### config.mk
export PLATFORM = sky130hd
export DESIGN_NAME = lsu_master_flat
export DESIGN_NICKNAME = d
export VERILOG_FILES = /design/src/rtl/lsu_pkg.sv /design/src/rtl/lsu_master_if.sv /design/src/rtl/lsu_lane_align.sv /design/src/rtl/lsu_master.sv /design/src/flat_wrapper.sv
export SDC_FILE = /design/constraint.sdc
export NUM_CORES = 1
export LEC_CHECK = 0
export CAP_MARGIN = 15
export CORE_AREA = 8 8 128 130
export DETAILED_ROUTE_END_ITERATION = 8
export DIE_AREA = 0 0 136 138
export DONT_BUFFER_PORTS = 1
export GPL_ROUTABILITY_DRIVEN = 1
export SLEW_MARGIN = 5
export SYNTH_ARGS = -nofsm -noshare
export SYNTH_HDL_FRONTEND = slang
export SYNTH_SLANG_ARGS = --single-unit
export TNS_END_PERCENT = 5
### constraint.sdc
create_clock -name clk -period 2.7 [get_ports clk]
set_clock_uncertainty 0.1 [all_clocks]
set_input_delay 0.54 -clock clk [delete_from_list [all_inputs] [get_ports clk]]
set_output_delay 0.54 -clock clk [all_outputs]
set_load 0.05 [all_outputs]
### src/rtl/lsu_pkg.sv
// ============================================================================
// Module   : lsu_pkg
// Brief    : Opcode encoding, FSM state type and lane helper functions for
//            the load/store unit master.
// Revision : 1.0
// ============================================================================
`default_nettype none

package lsu_pkg;

    typedef enum logic [3:0] {
        OP_LB  = 4'h0,
        OP_LH  = 4'h1,
        OP_LW  = 4'h2,
        OP_LBU = 4'h4,
        OP_LHU = 4'h5,
        OP_SB  = 4'h8,
        OP_SH  = 4'h9,
        OP_SW  = 4'hA
    } lsu_op_e;

    typedef enum logic [1:0] {
        ST_IDLE,
        ST_ISSUE,
        ST_WAIT_RSP,
        ST_DONE
    } lsu_state_e;

    typedef enum logic [1:0] {
        SZ_BYTE = 2'd0,
        SZ_HALF = 2'd1,
        SZ_WORD = 2'd2
    } lsu_size_e;

    function automatic logic op_known(logic [3:0] op);
        case (op)
            OP_LB, OP_LH, OP_LW, OP_LBU, OP_LHU,
            OP_SB, OP_SH, OP_SW: op_known = 1'b1;
            default:             op_known = 1'b0;
        endcase
    endfunction

    // Low two opcode bits carry the access size for every legal opcode.
    function automatic lsu_size_e op_size(logic [3:0] op);
        op_size = lsu_size_e'(op[1:0]);
    endfunction

    // Misaligned halves/words are forced onto their natural boundary.
    function automatic logic [1:0] align_lo(lsu_size_e size, logic [1:0] lo);
        case (size)
            SZ_BYTE: align_lo = lo;
            SZ_HALF: align_lo = {lo[1], 1'b0};
            default: align_lo = 2'b00;
        endcase
    endfunction

    function automatic logic [3:0] gen_be(lsu_size_e size, logic [1:0] lo);
        case (size)
            SZ_BYTE: gen_be = 4'b0001 << lo;
            SZ_HALF: gen_be = 4'b0011 << {lo[1], 1'b0};
            default: gen_be = 4'b1111;
        endcase
    endfunction

    function automatic logic [31:0] extend_load(logic [31:0] rdata, lsu_size_e size,
                                                logic is_unsigned, logic [1:0] lo);
        logic [31:0] sh;
        sh = rdata >> {lo, 3'b000};
        case (size)
            SZ_BYTE: extend_load = {{24{~is_unsigned & sh[7]}}, sh[7:0]};
            SZ_HALF: extend_load = {{16{~is_unsigned & sh[15]}}, sh[15:0]};
            default: extend_load = rdata;
        endcase
    endfunction

endpackage

`default_nettype wire

### src/rtl/lsu_master_if.sv
// ============================================================================
// Module   : lsu_master_if
// Brief    : Request, memory and write-back signal bundle of the LSU master.
// Revision : 1.0
// ============================================================================
`default_nettype none

interface lsu_master_if #(
    parameter int ADDR_W = 32
);
    logic              req_valid;
    logic              req_ready;
    logic [3:0]        req_op;
    logic [ADDR_W-1:0] req_addr;
    logic [31:0]       req_wdata;
    logic [4:0]        req_rd;

    logic              mem_req_valid;
    logic              mem_req_ready;
    logic              mem_we;
    logic [ADDR_W-1:0] mem_addr;
    logic [3:0]        mem_be;
    logic [31:0]       mem_wdata;
    logic              mem_rsp_valid;
    logic [31:0]       mem_rdata;

    logic              wb_valid;
    logic [4:0]        wb_rd;
    logic [31:0]       wb_data;
    logic              err;
    logic              busy;

    modport master (
        input  req_valid, req_op, req_addr, req_wdata, req_rd,
               mem_req_ready, mem_rsp_valid, mem_rdata,
        output req_ready, mem_req_valid, mem_we, mem_addr, mem_be, mem_wdata,
               wb_valid, wb_rd, wb_data, err, busy
    );

    modport slave (
        output req_valid, req_op, req_addr, req_wdata, req_rd,
               mem_req_ready, mem_rsp_valid, mem_rdata,
        input  req_ready, mem_req_valid, mem_we, mem_addr, mem_be, mem_wdata,
               wb_valid, wb_rd, wb_data, err, busy
    );
endinterface

`default_nettype wire

### src/rtl/lsu_lane_align.sv
// ============================================================================
// Module   : lsu_lane_align
// Brief    : Combinational store lane replication, byte enables and load
//            lane extract with sign/zero extension.
// Revision : 1.0
// ============================================================================
`default_nettype none

module lsu_lane_align
    import lsu_pkg::*;
(
    input  lsu_size_e   i_size,
    input  logic [1:0]  i_addr_lo,
    input  logic        i_unsigned,
    input  logic [31:0] i_wdata,
    input  logic [31:0] i_rdata,
    output logic [3:0]  o_be,
    output logic [31:0] o_wdata,
    output logic [31:0] o_rdata
);

    assign o_be    = gen_be(i_size, i_addr_lo);
    assign o_rdata = extend_load(i_rdata, i_size, i_unsigned, i_addr_lo);

    // Replicating the datum lets memory pick any lane with byte enables alone.
    always_comb begin
        o_wdata = i_wdata;
        case (i_size)
            SZ_BYTE: o_wdata = {4{i_wdata[7:0]}};
            SZ_HALF: o_wdata = {2{i_wdata[15:0]}};
            default: o_wdata = i_wdata;
        endcase
    end

endmodule

`default_nettype wire

### src/rtl/lsu_master.sv
// ============================================================================
// Module   : lsu_master
// Brief    : Single-outstanding load/store master between EX and memory.
//            Optional macro LSU_MISALIGN_TRAP_EN traps misaligned accesses.
// Revision : 1.0
// ============================================================================
`default_nettype none

module lsu_master
    import lsu_pkg::*;
#(
    parameter int ADDR_W      = 32,
    parameter int TIMEOUT_CYC = 255
) (
    input  logic         clk,
    input  logic         reset_n,
    lsu_master_if.master lsu_bus
);

    // A zero timeout is meaningless; treat it as a single-cycle window.
    localparam int c_TMO    = (TIMEOUT_CYC < 1) ? 1 : TIMEOUT_CYC;
    localparam int c_CNT_W  = $clog2(c_TMO + 1);
    localparam logic [c_CNT_W-1:0] c_TMO_LAST = c_CNT_W'(c_TMO - 1);

    lsu_state_e         r_state;
    logic [3:0]         r_op;
    logic [ADDR_W-1:0]  r_addr;
    logic [31:0]        r_wdata;
    logic [4:0]         r_rd;
    logic [c_CNT_W-1:0] r_cnt;
    logic               r_req_ready;
    logic               r_busy;
    logic               r_mem_req_valid;
    logic               r_wb_valid;
    logic [4:0]         r_wb_rd;
    logic [31:0]        r_wb_data;
    logic               r_err;

    lsu_size_e   w_size;
    logic [1:0]  w_lo;
    logic [3:0]  w_be;
    logic [31:0] w_wdata;
    logic [31:0] w_load_data;
    logic        w_op_known;
    logic        w_trap;

    assign w_op_known = op_known(lsu_bus.req_op);

`ifdef LSU_MISALIGN_TRAP_EN
    lsu_size_e w_req_size;
    assign w_req_size = op_size(lsu_bus.req_op);
    assign w_trap = ((w_req_size == SZ_HALF) && lsu_bus.req_addr[0]) ||
                    ((w_req_size == SZ_WORD) && (lsu_bus.req_addr[1:0] != 2'b00));
`else
    assign w_trap = 1'b0;
`endif

    assign w_size = op_size(r_op);
    assign w_lo   = align_lo(w_size, r_addr[1:0]);

    lsu_lane_align u_lane_align (
        .i_size     (w_size),
        .i_addr_lo  (w_lo),
        .i_unsigned (r_op[2]),
        .i_wdata    (r_wdata),
        .i_rdata    (lsu_bus.mem_rdata),
        .o_be       (w_be),
        .o_wdata    (w_wdata),
        .o_rdata    (w_load_data)
    );

    always_ff @(posedge clk or negedge reset_n) begin
        if (!reset_n) begin
            r_state         <= ST_IDLE;
            r_op            <= 4'd0;
            r_addr          <= '0;
            r_wdata         <= 32'd0;
            r_rd            <= 5'd0;
            r_cnt           <= '0;
            r_req_ready     <= 1'b1;
            r_busy          <= 1'b0;
            r_mem_req_valid <= 1'b0;
            r_wb_valid      <= 1'b0;
            r_wb_rd         <= 5'd0;
            r_wb_data       <= 32'd0;
            r_err           <= 1'b0;
        end else begin
            r_wb_valid <= 1'b0;
            r_err      <= 1'b0;
            case (r_state)
                ST_IDLE: begin
                    if (lsu_bus.req_valid) begin
                        r_op    <= lsu_bus.req_op;
                        r_addr  <= lsu_bus.req_addr;
                        r_wdata <= lsu_bus.req_wdata;
                        r_rd    <= lsu_bus.req_rd;
                        // Rejected requests complete with err and never reach memory.
                        if (!w_op_known || w_trap) begin
                            r_err <= 1'b1;
                        end else begin
                            r_state         <= ST_ISSUE;
                            r_req_ready     <= 1'b0;
                            r_busy          <= 1'b1;
                            r_mem_req_valid <= 1'b1;
                        end
                    end
                end
                ST_ISSUE: begin
                    if (lsu_bus.mem_req_ready) begin
                        r_state         <= ST_WAIT_RSP;
                        r_mem_req_valid <= 1'b0;
                        r_cnt           <= '0;
                    end
                end
                ST_WAIT_RSP: begin
                    if (lsu_bus.mem_rsp_valid) begin
                        r_state    <= ST_DONE;
                        r_wb_valid <= 1'b1;
                        r_wb_rd    <= r_op[3] ? 5'd0 : r_rd;
                        r_wb_data  <= r_op[3] ? 32'd0 : w_load_data;
                    end else if (r_cnt == c_TMO_LAST) begin
                        r_state     <= ST_IDLE;
                        r_err       <= 1'b1;
                        r_req_ready <= 1'b1;
                        r_busy      <= 1'b0;
                    end else begin
                        r_cnt <= r_cnt + 1'b1;
                    end
                end
                ST_DONE: begin
                    r_state     <= ST_IDLE;
                    r_req_ready <= 1'b1;
                    r_busy      <= 1'b0;
                end
                default: begin
                    r_state     <= ST_IDLE;
                    r_req_ready <= 1'b1;
                    r_busy      <= 1'b0;
                end
            endcase
        end
    end

    assign lsu_bus.req_ready     = r_req_ready;
    assign lsu_bus.busy          = r_busy;
    assign lsu_bus.mem_req_valid = r_mem_req_valid;
    assign lsu_bus.mem_we        = r_mem_req_valid & r_op[3];
    assign lsu_bus.mem_be        = r_mem_req_valid ? w_be : 4'b0000;
    assign lsu_bus.mem_addr      = {r_addr[ADDR_W-1:2], 2'b00};
    assign lsu_bus.mem_wdata     = w_wdata;
    assign lsu_bus.wb_valid      = r_wb_valid;
    assign lsu_bus.wb_rd         = r_wb_rd;
    assign lsu_bus.wb_data       = r_wb_data;
    assign lsu_bus.err           = r_err;

endmodule

`default_nettype wire

### src/flat_wrapper.sv
// flat-port wrapper written by rule: the top's interface ports become plain ports
module lsu_master_flat import lsu_pkg::*;
#(
    parameter int ADDR_W      = 32,
    parameter int TIMEOUT_CYC = 255
)
  (clk, reset_n, lsu_bus_req_valid, lsu_bus_req_op, lsu_bus_req_addr, lsu_bus_req_wdata, lsu_bus_req_rd, lsu_bus_mem_req_ready, lsu_bus_mem_rsp_valid, lsu_bus_mem_rdata, lsu_bus_req_ready, lsu_bus_mem_req_valid, lsu_bus_mem_we, lsu_bus_mem_addr, lsu_bus_mem_be, lsu_bus_mem_wdata, lsu_bus_wb_valid, lsu_bus_wb_rd, lsu_bus_wb_data, lsu_bus_err, lsu_bus_busy);
  lsu_master_if #(.ADDR_W(ADDR_W)) lsu_bus_i ();
  input  logic clk;
  input  logic reset_n;
  input wire logic [$bits(lsu_bus_i.req_valid)-1:0] lsu_bus_req_valid;
  input wire logic [$bits(lsu_bus_i.req_op)-1:0] lsu_bus_req_op;
  input wire logic [$bits(lsu_bus_i.req_addr)-1:0] lsu_bus_req_addr;
  input wire logic [$bits(lsu_bus_i.req_wdata)-1:0] lsu_bus_req_wdata;
  input wire logic [$bits(lsu_bus_i.req_rd)-1:0] lsu_bus_req_rd;
  input wire logic [$bits(lsu_bus_i.mem_req_ready)-1:0] lsu_bus_mem_req_ready;
  input wire logic [$bits(lsu_bus_i.mem_rsp_valid)-1:0] lsu_bus_mem_rsp_valid;
  input wire logic [$bits(lsu_bus_i.mem_rdata)-1:0] lsu_bus_mem_rdata;
  output wire logic [$bits(lsu_bus_i.req_ready)-1:0] lsu_bus_req_ready;
  output wire logic [$bits(lsu_bus_i.mem_req_valid)-1:0] lsu_bus_mem_req_valid;
  output wire logic [$bits(lsu_bus_i.mem_we)-1:0] lsu_bus_mem_we;
  output wire logic [$bits(lsu_bus_i.mem_addr)-1:0] lsu_bus_mem_addr;
  output wire logic [$bits(lsu_bus_i.mem_be)-1:0] lsu_bus_mem_be;
  output wire logic [$bits(lsu_bus_i.mem_wdata)-1:0] lsu_bus_mem_wdata;
  output wire logic [$bits(lsu_bus_i.wb_valid)-1:0] lsu_bus_wb_valid;
  output wire logic [$bits(lsu_bus_i.wb_rd)-1:0] lsu_bus_wb_rd;
  output wire logic [$bits(lsu_bus_i.wb_data)-1:0] lsu_bus_wb_data;
  output wire logic [$bits(lsu_bus_i.err)-1:0] lsu_bus_err;
  output wire logic [$bits(lsu_bus_i.busy)-1:0] lsu_bus_busy;
  assign lsu_bus_i.req_valid = lsu_bus_req_valid;
  assign lsu_bus_i.req_op = lsu_bus_req_op;
  assign lsu_bus_i.req_addr = lsu_bus_req_addr;
  assign lsu_bus_i.req_wdata = lsu_bus_req_wdata;
  assign lsu_bus_i.req_rd = lsu_bus_req_rd;
  assign lsu_bus_i.mem_req_ready = lsu_bus_mem_req_ready;
  assign lsu_bus_i.mem_rsp_valid = lsu_bus_mem_rsp_valid;
  assign lsu_bus_i.mem_rdata = lsu_bus_mem_rdata;
  assign lsu_bus_req_ready = lsu_bus_i.req_ready;
  assign lsu_bus_mem_req_valid = lsu_bus_i.mem_req_valid;
  assign lsu_bus_mem_we = lsu_bus_i.mem_we;
  assign lsu_bus_mem_addr = lsu_bus_i.mem_addr;
  assign lsu_bus_mem_be = lsu_bus_i.mem_be;
  assign lsu_bus_mem_wdata = lsu_bus_i.mem_wdata;
  assign lsu_bus_wb_valid = lsu_bus_i.wb_valid;
  assign lsu_bus_wb_rd = lsu_bus_i.wb_rd;
  assign lsu_bus_wb_data = lsu_bus_i.wb_data;
  assign lsu_bus_err = lsu_bus_i.err;
  assign lsu_bus_busy = lsu_bus_i.busy;
  lsu_master #(.ADDR_W(ADDR_W), .TIMEOUT_CYC(TIMEOUT_CYC)) u_core (.clk(clk), .reset_n(reset_n), .lsu_bus(lsu_bus_i));
endmodule
[Word-level counts from Yosys, hierarchy flattened]
Memory sizes are Yosys's and may differ from the RTL's.
Cells that the tools add are included.
Storage, ports and cells
  bits in registers: 125
  memory bits (read-only): 16
  output and inout bits: 111
  logic and storage cells: 81
  memories kept: 1
Operators by class
  $add $sub $neg: 1
  equality and inequality tests: 12
  shift-type cells: 3
  muxes and demuxes: 36
  bitwise logic cells: 4
  reduce and logical (&&, ||, !) cells: 11
Memories
  (no name shown): words 16, bits a word 1, read ports 1, clocked after Yosys merged registers in 0, wr ports 0, RTL line lsu_pkg.sv:36  | case (op)
Operators with widths (number)
  $pmux 32 s2: 2
  $mux 32: 1
  $shr 32x5->16: 1
  $mux 8: 3
  $pmux 8 s2: 1
  $mux 1: 15
  $reduce_and 4->1: 3
  $mux 2: 5
  $add 8x1->8 const B: 1
  $eq 8x8->1 const B: 1
  $ne 2x2->1 const B: 4
  $pmux 2 s4: 1
  $pmux 4 s2: 1
  $pmux 1 s3: 2
  $mux 5: 1
  $reduce_and 5->1: 1
  $eq 2x1->1 const B: 2
  $eq 2x2->1 const B: 2
  $logic_not 2->1: 2
  $mux 4: 1
  $ne 2x1->1 const B: 2
  $pmux 1 s2: 2
  $pmux 2 s2: 1
  $reduce_and 2->1: 2
  other kinds (7): 10

[Logic depth before layout (Yosys ltp)]
Gate-level depths: netlist of the first run.
  word-level depth: 6
  depth in mapped cells: 7
  mapped depth without buffers: 6

[Modules after synthesis]
Synthesis of the first run repeated with hierarchy kept, for this count alone.
Second synthesis, totals
  cells, all modules: 633
  area total of the unflattened synthesis: 6562.5 sq um
Modules (own cells, without submodules)
  lsu_master: instances 1, cells each 434, area an instance 5291.3 sq um, seq. area each 3129.3 sq um
  lsu_lane_align: instances 1, cells each 199, area an instance 1271.2 sq um, seq. area each 0.0 sq um

[Least setup slack after synthesis of the first run]
No wires, ideal clock.
  path kind: reg2out
  start: register u_core.r_op[0]
  end: output lsu_bus_mem_wdata[28]
  data arrival time: 2.131 ns
  required time: 2.060 ns
  setup slack: -0.071 ns
  stages on the path, launching flop included: 5
  path buffers: 2
  cells stage by stage: dfrtp_1 -> buf_2 -> buf_1 -> mux2i_1 -> o21ai_0
Between the ends
  word-level cells in the longest chain between the ends: 2
  elaborated cells between the ends (all ways): 3
  those cells by class: eq/ne: 1; mux: 1; reduce/logical: 1
Ends and longest elaborated chain
  from (decl): RTL line lsu_master.sv:26  | logic [3:0] r_op;
  from (signal assigned): RTL line lsu_master.sv:93  | r_op <= lsu_bus.req_op;
  $eq 2x1->1 or $logic_not 2->1 (tied branches): RTL line lsu_lane_align.sv:28  | case (i_size)
  $pmux 32 s2 *: RTL line lsu_lane_align.sv:28
  to (decl): RTL line flat_wrapper.sv:24  | output wire logic [$bits(lsu_bus_i.mem_wdata)-1:0] lsu_bus_mem_wdata;
Every way passes the cells marked *; elsewhere a longest branch is shown, timed or not.

[Worst setup path after layout of the first run]
  start: register u_core.r_op[1]
  end: output lsu_bus_mem_wdata[22]
Same word-level chain as after synthesis.

==> flow_summary.ini, run 1 <==
[placed_design]
hpwlAfterDp_microns = 12500
port_buffers = 0
gp_congestion = 0.858
placed_cell_area_sq_mm = 0.00645

[synthesis]
synth_cell_types = 51
synth-seq-cells = 125
ys_warn_count = 0
async_reset_ff_share_pct = 100
ys_seq_area_share_pct = 48.4
avgSynthCellArea_sq_um = 11.0
synth-edff-count = 0
synthCells = 586
synth.cell_area_sq_mm = 0.00646
synthFlopType = dfrtp_1

[critical_path]
critPathLaunchType = flip-flop
cp_top_family = flip-flops
r2r_cells = 5
worstSetupPathDepth = 2
slowest_delay_ps = 600
end_kind = output port
critical_path_class = reg -> out
path_buf_inv = 1
critical_path.cell_chain = buf_4 -> mux2_2
crit_required_ps = 2060
crit_slowest_cell = dfrtp_2
critPathArrivalTime_ps = 1890
critPathMaxFanout = 25

[run_status]
violations = negative hold slack
status = finished with violations

[sta]
timing.final.crit_share_pct = 93.7
fmaxAchievable_ghz = 0.395
slew_violations = 0
setup_violations = 0
slew_headroom_pct = 46.5
whs_ps = -280
finalHoldViolCount = 125
fin_crit_ps = 2530
rsz0062_at_grt = no
worst_slew_pin_slew_ps = 802

[clocking]
h-tree-depth = 4
cts_tree = built
root_buffer = clkbuf_16
path_clk_slew_ps = 60
cts.sinks = 125
clock_path_buffers = 2
postCtsSetupRepairBufs = 0
numCtsBuffers = 17
clock_latency_ps = 410
cts_resized = 0

[die]
fp.dieH_microns = 138
die-area_sq_mm = 0.0188
ios = 221
rows = 44
die_w_microns = 136
start_util_pct = 45.2
core_region_area_sq_mm = 0.0143

[flow_run]
maxCapViolCount = 0

[final_layout]
antenna_cells = 0
area_delta_synth_final_pct = 10.3
drive_gt1_share_pct = 28.1
finalInstanceArea_sq_mm = 0.00713
layout.nets = 668

[routing]
drtIter0Drc = 313
via_per_inst = 5.81
wl_per_cell_microns = 22.5
ant_nets = 0
drt-total-wl_microns = 16900
drt_first_pass_iters = 7
via_count = 4374
drc = 0

[global_route]
antenna_found_initial = 1
grt_pass1_wl_microns = 26100
overflow = 0
grt_max_degree = 126
grt_pass1_vias = 4569
grt_use_total_pct = 17.8

[worst_hold_path]
hp-class = in -> async
==> stage by stage <==
| step | cells | utilization [%] | setup TNS, ps | setup WS, ps |
|---|---|---|---|---|
| after floorplan | 587 | - | -257 | -71.0 |
| after global placement | 721 | 45.1 | 0 | 504 |
| after detailed placement | 721 | 45.1 | 0 | 361 |
| after CTS | 753 | 49.8 | 0 | 152 |
| after global routing | 753 | 49.8 | 0 | 34.7 |
| final | 753 | 49.8 | 0 | 171 |
==> Yosys cell counts (all sizes together) (2+ instances only) <==
cell	number	area, sq um
mux2	93	1050
a22oi	16	120
nand3	8	40.0
a32o	5	50.1
nand2	39	146
o211ai	12	95.1
o21ai	26	130
a221o	5	50.1
clkbuf	21	78.8
ha	2	25.0
o2bb2ai	3	26.3
nor3	9	45.0
xor2	2	17.5
a211oi	2	15.0
nand2b	11	68.8
nor2	17	63.8
nand3b	3	22.5
nor3b	3	27.5
a31oi	2	12.5
a21oi	24	120
nand4	2	12.5
inv	18	67.6
mux2i	20	200
o221ai	4	35.0
buf	57	399
a21boi	2	15.0
and3	3	18.8
o31ai	14	105
dfrtp	124	3100
a21o	4	30.0
nor2b	22	138
==> worst paths after layout <==
kind                                      from                         end  slack (ps)
max                             u_core.r_op[1]       lsu_bus_mem_wdata[22]         170
min                                    reset_n            u_core.r_addr[9]        -280
max reg2reg                     u_core.r_op[1]  u_core.lsu_bus.wb_data[17]         330
min reg2reg                 u_core.r_wdata[20]          u_core.r_wdata[20]         400
max in group asynchronous              reset_n    u_core.lsu_bus.req_ready        2580
min in group clk           lsu_bus_req_addr[1]            u_core.r_addr[1]         150
==> registers in the layout, summed over array words and instances (netlist names) <==
register                      cells
u_core.r_wdata                   32
u_core.r_state                    2
u_core.lsu_bus.req_ready          1
u_core.r_rd                       5
u_core.r_addr                    32
u_core.lsu_bus.busy               1
u_core.lsu_bus.wb_rd              5
u_core.lsu_bus.wb_data           32
u_core.r_op                       4
u_core.lsu_bus.mem_req_valid      1
u_core.lsu_bus.err                1
u_core.r_cnt                      8
u_core.lsu_bus.wb_valid           1
==> final cells by class <==
type / count / area, sq um
Sequential cell: 125 / 3130
Fill cell: 1293 / 7180
Clock buffer: 18 / 439
Clock inverter: 14 / 239
Multi-Input combinational cell: 366 / 2800
Tap cell: 184 / 230
Inverter: 18 / 67.6
Timing Repair Buffer: 28 / 223
==> routing by layer <==
metal  global-route usage (%)  wire length (microns)
met4                     6.42                    282
met3                     10.4                   2400
met5                        0                     13
met1                     19.2                   6170
met2                     28.3                   8060
==> cells in the final DEF, fill, tap and decap left out, types with 3 or more instances in the layout <==
cell	count
inv_1	18
clkbuf_16	17
a21oi_1	24
nand3_1	8
nand2b_1	11
o2bb2ai_1	3
nor3_1	9
o31ai_1	14
dfrtp_1	123
a21o_1	4
bufinv_16	6
o21ai_0	18
o221ai_1	4
nor2b_1	22
a221o_1	5
nor3b_2	3
nand2_1	39
o211ai_1	11
o21ai_1	8
nand3b_1	3
a32o_1	5
mux2i_1	20
and3_1	3
mux2_2	92
buf_4	27
a22oi_1	16
nor2_1	17
clkinvlp_4	3
==> kinds of logic after synthesis <==
family / count (synthesis) / share of synthesized area (%)
adders and majority gates: 2 / 0.387
AOI/OAI and AO/OA: 124 / 13.2
muxes: 113 / 19.4
other: 1 / 0.0580
and+or+nand+nor: 123 / 9.87
xor gates and xnor gates: 2 / 0.271
buffers and inverters: 96 / 8.44
DFF: 125 / 48.4
Power of run 1 is left out: the tool's default activity adds up to more than one toggle a clock period on the data nets, which glitch-free logic cannot reach.
==> run 2: changes to the inputs <==
==> constraint.sdc (replaced) <==
create_clock -name clk -period 2.7 [get_ports clk]
set_clock_uncertainty 0.1 [all_clocks]
set_input_delay 0.54 -clock clk [delete_from_list [all_inputs] [get_ports clk]]
set_output_delay 0.54 -clock clk [all_outputs]
set_load 0.1 [all_outputs]
==> run 2 against run 1 <==
The run still ends with negative hold slack left. Non-clock buffer count rose by 33. Global-route usage increased by 0.49 points. Critical endpoint is now lsu_bus_mem_wdata[9]. Setup slack worse by 34 ps.
==> flow_summary.ini, run 2 (synthesized netlist as in run 1, its figures left out) <==
[die]
die-area_sq_mm = 0.0188
fp.dieH_microns = 138
core_region_area_sq_mm = 0.0143
start_util_pct = 45.2
rows = 44
die_w_microns = 136
ios = 221

[clocking]
clock_latency_ps = 410
cts_tree = built
path_clk_slew_ps = 60
postCtsSetupRepairBufs = 0
numCtsBuffers = 17
h-tree-depth = 4
clock_path_buffers = 2
root_buffer = clkbuf_16
cts.sinks = 125

[run_status]
violations = negative hold slack
status = finished with violations

[final_layout]
fillers = 1269
seq_area_sq_mm = 0.00313
layout_commonest_cell = dfrtp_1
mostFrequentLayoutCells = dfrtp_1, mux2_2, buf_4, nand2_1, a21oi_1
finalInstanceArea_sq_mm = 0.00760
area_delta_synth_final_pct = 17.6
drive_gt1_share_pct = 33.4
layout.nets = 701
multiInputGateArea_sq_mm = 0.00284

[placed_design]
hpwlAfterDp_microns = 12800
placed_cell_area_sq_mm = 0.00698
gp_congestion = 0.815
port_buffers = 0
pre_cts_ws_ps = 371

[sta]
fmaxAchievable_ghz = 0.390
setup_violations = 0
whs_ps = -276
rsz0062_at_grt = no
slew_violations = 0
worst_slew_pin_slew_ps = 1160
tns_ps = 0
fin_crit_ps = 2560
setup_ws_ps = 137
timing.final.crit_share_pct = 94.9
finalHoldViolCount = 124
slew_headroom_pct = 22.7

[critical_path]
r2r_cells = 4
r2r-end = u_core.lsu_bus.wb_data[15]
endpoint = lsu_bus_mem_wdata[9]
critPathMaxFanout = 29
critPathLaunchType = flip-flop
rrSetupSlack_ps = 360
end_kind = output port
crit_required_ps = 2060
crit_start = u_core.r_op[1]
r2r_start = u_core.r_op[1]
critical_path_class = reg -> out
critPathArrivalTime_ps = 1920

[flow_run]
maxCapViolCount = 0

[routing]
via_count = 4587
drtIter0Drc = 290
wl_per_cell_microns = 22.1
via_per_inst = 5.81
ant_nets = 0
drt-total-wl_microns = 17500
drt_first_pass_iters = 4
drc = 0

[global_route]
grt_use_total_pct = 18.3
grt_pass1_wl_microns = 27000
grt_max_degree = 126
antenna_found_initial = 2
grt_pass1_vias = 4814
overflow = 0

[worst_hold_path]
hp-class = in -> async
## run 2: changes by cell type in the layout (fill, tap and decap cells not counted)
cell / before / now
clkinvlp_4: 3 / 5
buf_4: 27 / 41
buf_12: 1 / 20
dfrtp_4: 0 / 1
dfrtp_2: 1 / 0
diode_2: 0 / 3
nor3b_2: 3 / 2
o21ai_2: 0 / 8
nor3b_4: 0 / 1
clkbuf_8: 1 / 2
bufinv_16: 6 / 3
o21ai_1: 8 / 0
## run 2: stage by stage
stage                     std cells  utilization [%]
after floorplan                 587                -
after global routing            787             53.1
after detailed placement        754             48.7
final                           789             53.1
after CTS                       786             53.0
after global placement          754             48.7
## run 2: worst min path at each step
stage | start | end | slack, ps | cells after the start
floorplan | reset_n | u_core.lsu_bus.busy | 140 | 0
global placement | reset_n | u_core.r_addr[9] | 150 | 0
detailed placement | reset_n | u_core.r_addr[9] | 150 | 0
CTS | reset_n | u_core.lsu_bus.wb_rd[4] | -300 | 0
global route | reset_n | u_core.r_addr[9] | -300 | 0
finish | reset_n | u_core.r_addr[9] | -280 | 0
## run 2: final cells by class
| type | instances | area share (%) |
|---|---|---|
| Multi-Input combinational cell | 366 | 37.3 |
| Clock inverter | 13 | 2.16 |
| Timing Repair Buffer | 61 | 9.32 |
| Inverter | 18 | 0.889 |
| Clock buffer | 19 | 5.96 |
| Sequential cell | 125 | 41.2 |
| Antenna cell | 3 | 0.0987 |
| Tap cell | 184 | 3.03 |
## run 2: critical path: stages, from the launching register on
cell,delay (ps)
dfrtp_4,610
nor2_1,140
buf_4,190
mux2_2,380
buf_12,170
## run 2: what timing repair did
action,in CTS,in global routing
endpoints found under the setup margin,0,5
endpoints found under the hold margin,125,125
resized for setup,0,1
## run 2: routing by layer
metal / part of all wire [%] / vias to the layer above / GRT usage, % / wire, microns
li1: - / 2068 / - / -
met1: 36 / 2261 / 19.9 / 6350
met2: 47 / 220 / 28.3 / 8180
met3: 14 / 36 / 10.5 / 2410
met4: 2.9 / 2 / 8.16 / 499
met5: 0.092 / - / 0 / 16
Power of run 2 is left out for the same reason.
